===== src/rtl/fpmult_execute_module.sv =====
// rtl/fpmult_execute_module.sv - execute stage of the single-precision FP multiplier: pipelined 24x24 significand product
//
// Purpose:
//   Multiplies two 24-bit unsigned significands (hidden bit included) and returns
//   the exact 48-bit product. The multiply is split into two partial products
//   sized for 25x18 DSP slices so each maps onto one hard multiplier, and the
//   stage is fully pipelined (one operand pair per clock, no stalls).
//
// Ports:
//   clk  in   1   rising-edge clock
//   rst  in   1   asynchronous reset, active-low; clears every pipeline register
//   Ma   in   24  significand A
//   Mb   in   24  significand B
//   Mp   out  48  registered product Ma*Mb, three registers after the inputs
//
// Pipeline:
//   S1  capture Ma, Mb
//   S2  PP_lo = Ma * Mb[16:0], PP_hi = Ma * Mb[23:17]
//   S3  Mp = PP_lo + (PP_hi << 17)

module fpmult_execute_module (
    input  logic        clk,
    input  logic        rst,
    input  logic [23:0] Ma,
    input  logic [23:0] Mb,
    output logic [47:0] Mp
);

    // S1: operand registers
    logic [23:0] ma_q;
    logic [23:0] mb_q;

    // S2: partial-product registers
    logic [40:0] pp_lo_q;
    logic [30:0] pp_hi_q;

    // Partial products; operands are zero-extended to the product width so the
    // multiply is evaluated unsigned at full precision.
    logic [40:0] pp_lo;
    logic [30:0] pp_hi;
    logic [47:0] sum;

    always_comb begin
        pp_lo = {17'd0, ma_q} * {24'd0, mb_q[16:0]};
        pp_hi = {7'd0, ma_q} * {24'd0, mb_q[23:17]};
        // Recombine: the high partial product carries weight 2^17. The true
        // maximum (0xFFFFFE000001) fits in 48 bits, so no carry is lost.
        sum   = {7'd0, pp_lo_q} + {pp_hi_q, 17'd0};
    end

    always_ff @(posedge clk or negedge rst) begin
        if (!rst) begin
            ma_q    <= '0;
            mb_q    <= '0;
            pp_lo_q <= '0;
            pp_hi_q <= '0;
            Mp      <= '0;
        end else begin
            ma_q    <= Ma;
            mb_q    <= Mb;
            pp_lo_q <= pp_lo;
            pp_hi_q <= pp_hi;
            Mp      <= sum;
        end
    end

endmodule


===== config.mk =====
export PLATFORM = sky130hd
export DESIGN_NAME = fpmult_execute_module
export DESIGN_NICKNAME = d
export VERILOG_FILES = /design/src/rtl/fpmult_execute_module.sv
export SDC_FILE = /design/constraint.sdc
export NUM_CORES = 2
export LEC_CHECK = 0
export ABC_AREA = 1
export CAP_MARGIN = 20
export CELL_PAD_IN_SITES_DETAIL_PLACEMENT = 0
export CELL_PAD_IN_SITES_GLOBAL_PLACEMENT = 1
export CORE_MARGIN = 2
export CORE_UTILIZATION = 39
export CTS_CLUSTER_SIZE = 20
export DETAILED_ROUTE_END_ITERATION = 6
export HOLD_SLACK_MARGIN = 0.15
export PLACE_DENSITY = 0.8
export SKIP_LAST_GASP = 1
export SLEW_MARGIN = 30
export SYNTH_ARGS = -nofsm -noshare
export SYNTH_HDL_FRONTEND = slang
export SYNTH_SLANG_ARGS = --single-unit

===== constraint.sdc =====
create_clock -name clk -period 5.85 [get_ports clk]
set_clock_uncertainty 0.15 [all_clocks]
set_input_delay 1.17 -clock clk [delete_from_list [all_inputs] [get_ports clk]]
set_output_delay 1.17 -clock clk [all_outputs]
set_load 0.02 [all_outputs]

==> reports/metrics.sh <==
CLK-INSERTION-DELAY-LATE_NS=0.50
CTS-ROOT-BUF='clkbuf_16'
WORST-ENDPOINT-ARRIVAL_NS=5.80
GP_ROUTABILITY_CONGESTION=0.897
OUTCOME='finished, final reports clean'
TRITONCTS_NUM_SINKS=168
FINALSETUPVIOLATIONS=0
POST_DETAILED_PLACEMENT_HALF_PERIMETER_WIRELENGTH_UM=57100
NETLIST_AREA_MM2=0.0253
LAYOUT-DRIVE-GT1-SHARE_PCT=5.40
CORE.ROWCOUNT=93
LAYOUT_SETUP_WS_NS=0.251
MAX_CAP_VIOL_COUNT=0
WORST_SLEW_MARGIN_RELATIVE_TO_ITS_LIMIT_PCT=36.5
FINAL_NETS=4036
CRITPATHREQUIREDTIME_NS=6.05
MIN_PATH_CELLS=0
DP.CELLS=4194
CRITPATHCAPTURETYPE='flop'
MOST-COMMON-LAYOUT-CELLS='nand2_1, inv_1, fa_1'
TIGHTESTPINTRANSITION_NS=0.952
CTS_BUFFER_DEPTH=2
PLACE.PORT_BUFFERS=97
SYN-MEAN-INSTANCE-AREA_UM2=7.79
WIRE_LENGTH_OF_THE_FIRST_GLOBAL_ROUTING_PASS_UM=112000
PROPORTION_OF_SYNTHESIZED_CHIP_AREA_IN_SEQUENTIAL_CELLS_PCT=16.6
SYNTH.YOSYS.WARNINGS=0
DETAIL_ROUTE.WL_PER_CELL_UM=16.0
FINAL-HOLD-VIOLATION-COUNT=0
CRIT_PATH_START_KIND='flop'
FILL_CELLS=6477
FINALCOREUTILIZATION_PCT=44.3
DIE_AREA_MM2=0.0669
WIRELENGTH_UM=67500
MAXCLOCKFREQUENCY_GHz=0.179
FINALCRITPERIODSHARE_PCT=95.7
DR.PASS1.ITERS=5
GR-TOTAL-OVERFLOW=0
NETLIST-CELL-TYPE-COUNT=26
DIE_W_UM=259
FINAL_CRITICAL_DELAY_INCLUDING_SETUP_AND_EXTERNAL_DELAYS_NS=5.60
ANTENNA_VIOLATIONS_BEFORE_REPAIR=2
SYNTHTOLAYOUTAREAGROWTH_PCT=12.7
INITIAL_CORE_UTIL_PCT=39.3
CRITPATHMAXFANOUT=7
DIE_SPAN_IN_Y_UM=259
REG2REGPATHDEPTH=22
CLK_TRANSITION_REPORTED_PATHS_NS=0.08
FINAL_MAX_SLEW_VIOL_COUNT=0
POSTSYNTHCELLCOUNT=3250
TRITONCTS='built'
POSTSYNTHNETCOUNT=3927
GRTUSAGETOTAL_PCT=21.5
VIAS_PER_CELL=4.71
CORE_REGION_AREA_MM2=0.0643
GRT_PASS1_VIAS=20813
MAXIMUM_NUMBER_OF_PINS_ON_ONE_NET_BEFORE_GLOBAL_ROUTE_REPAIR=94
DRC_ERRORS_LEFT=0
FINALHOLDWORSTSLACK_NS=0.201
POSTSYNTHREGISTERBITS=168
SETUP.WORST_PATH.CLASS='flop to flop'
ANTENNA_LEFT=0
NUMCTSBUFFERS=17
SETUP_REPAIR_AFTER_GLOBAL_ROUTING_MISSED_ITS_MARGIN='yes'
PRE_CTS_SLACK_NS=-0.0255
NON_FILLER_CELLS_IN_THE_FINISHED_LAYOUT=4227
N_ANTENNA_CELL=0
H-TREE-DEPTH=4
NUMBER_OF_DESIGN_RULE_VIOLATIONS_LEFT_BY_THE_FIRST_DETAILED_ROUTER_ITERATION=1355
HP-CLASS='flop to flop'
ROUTE.VIAS.TOTAL=19908
IOS=98
LAYOUT_COMMONEST_CELL='nand2_1'
==> cell type report <==
class / count / area [um^2] / area share, %
clock buffer: 18 / 429 / 1.50
clock inverter: 14 / 153 / 0.535
inverter: 872 / 3270 / 11.5
multi-input combinational: 2114 / 17500 / 61.5
sequential: 168 / 4240 / 14.9
tap: 855 / 1070 / 3.75
timing repair buffer: 186 / 1800 / 6.33
==> synthesized netlist by cell type <==
cell type	instances	area (um^2)
o21bai_1	4	30.0
nor2_1	125	469
inv_1	872	3270
nand3b_1	2	15.0
nor3_1	19	95.1
nand3_2	7	70.1
ha_1	188	2350
o21ai_0	46	230
a21oi_1	101	505
nor3b_1	1	7.51
a21o_1	6	45.0
xnor2_1	8	70.1
nor2_2	5	31.3
xor2_1	45	394
dfrtp_1	168	4200
o21a_1	4	30.0
fa_1	439	8790
o211ai_1	2	15.0
nand4_1	9	56.3
nand2_1	1024	3840
and2_1	3	18.8
clkbuf_1	96	360
a31oi_1	1	6.26
nand3_1	63	315
nand2_2	10	62.6
nor4_1	2	12.5
==> worst max-delay path, cell delays in order (launching register included) <==
cell and delay (ns):
dfrtp_1 0.49, buf_4 0.20, nand2_1 0.06, inv_1 0.05, fa_1 0.54, inv_1 0.05, fa_1 0.45, fa_1 0.51
inv_1 0.06, fa_1 0.49, fa_1 0.49, inv_1 0.05, fa_1 0.49, inv_1 0.04, ha_1 0.33, a21oi_1 0.25
nand2_1 0.11, a31oi_1 0.18, nand2_2 0.12, nand2_1 0.11, nand2_1 0.06, nand2_1 0.05, nand2_1 0.10
==> per-stage QoR <==
stage	area, um^2	setup TNS, ns
2_1_floorplan	25300	0
3_3_place_gp	27800	-0.0292
3_5_place_dp	27800	-0.0331
4_1_cts	28400	0
5_1_grt	28500	-0.0590
6_report	28500	0
==> registers in the layout (all words and copies together), names as in the netlist <==
register	count
Mp	48
pp_lo_q	41
pp_hi_q	31
ma_q	24
mb_q	24
==> metal layers <==
layer  vias to the layer above  wire (um)  track usage (%)
li1                       9533          -                -
met1                      9826      32000             30.3
met2                       489      31200             35.0
met3                        60       3040             2.75
met4                         0       1270             5.27
met5                         -          0                0
==> path summary, 6_finish.rpt <==
kind | from | to | slack [ns]
max in group asynchronous | rst | ma_q[15] | 3.75
max | ma_q[13] | pp_lo_q[27] | 0.25
min | pp_lo_q[4] | Mp[4] | 0.20
max reg2reg | ma_q[13] | pp_lo_q[27] | 0.25
min in group asynchronous | rst | pp_lo_q[10] | 0.57
min reg2reg | pp_lo_q[4] | Mp[4] | 0.20
==> timing repair <==
item / in CTS / in global routing
hold buffers: 0 / 0
endpoints found under the setup margin: 4 / 26
pin swaps: 0 / 1
buffers inserted: 0 / 1
resized for setup: 3 / 43
==> kinds of logic (layout without fill, tap and decap cells) <==
family	after synthesis	in the layout	share of synthesized area (%)
and+or+nand+nor	1270	1270	19.8
buffers and inverters	968	1090	14.4
adders and majority gates	627	627	44.0
DFF	168	168	16.6
AOI/OAI and AO/OA	164	164	3.41
xor gates and xnor gates	53	53	1.83
Power is not shown: default switching activity piles up to over one toggle a cycle in this logic, so the estimate is an artifact.
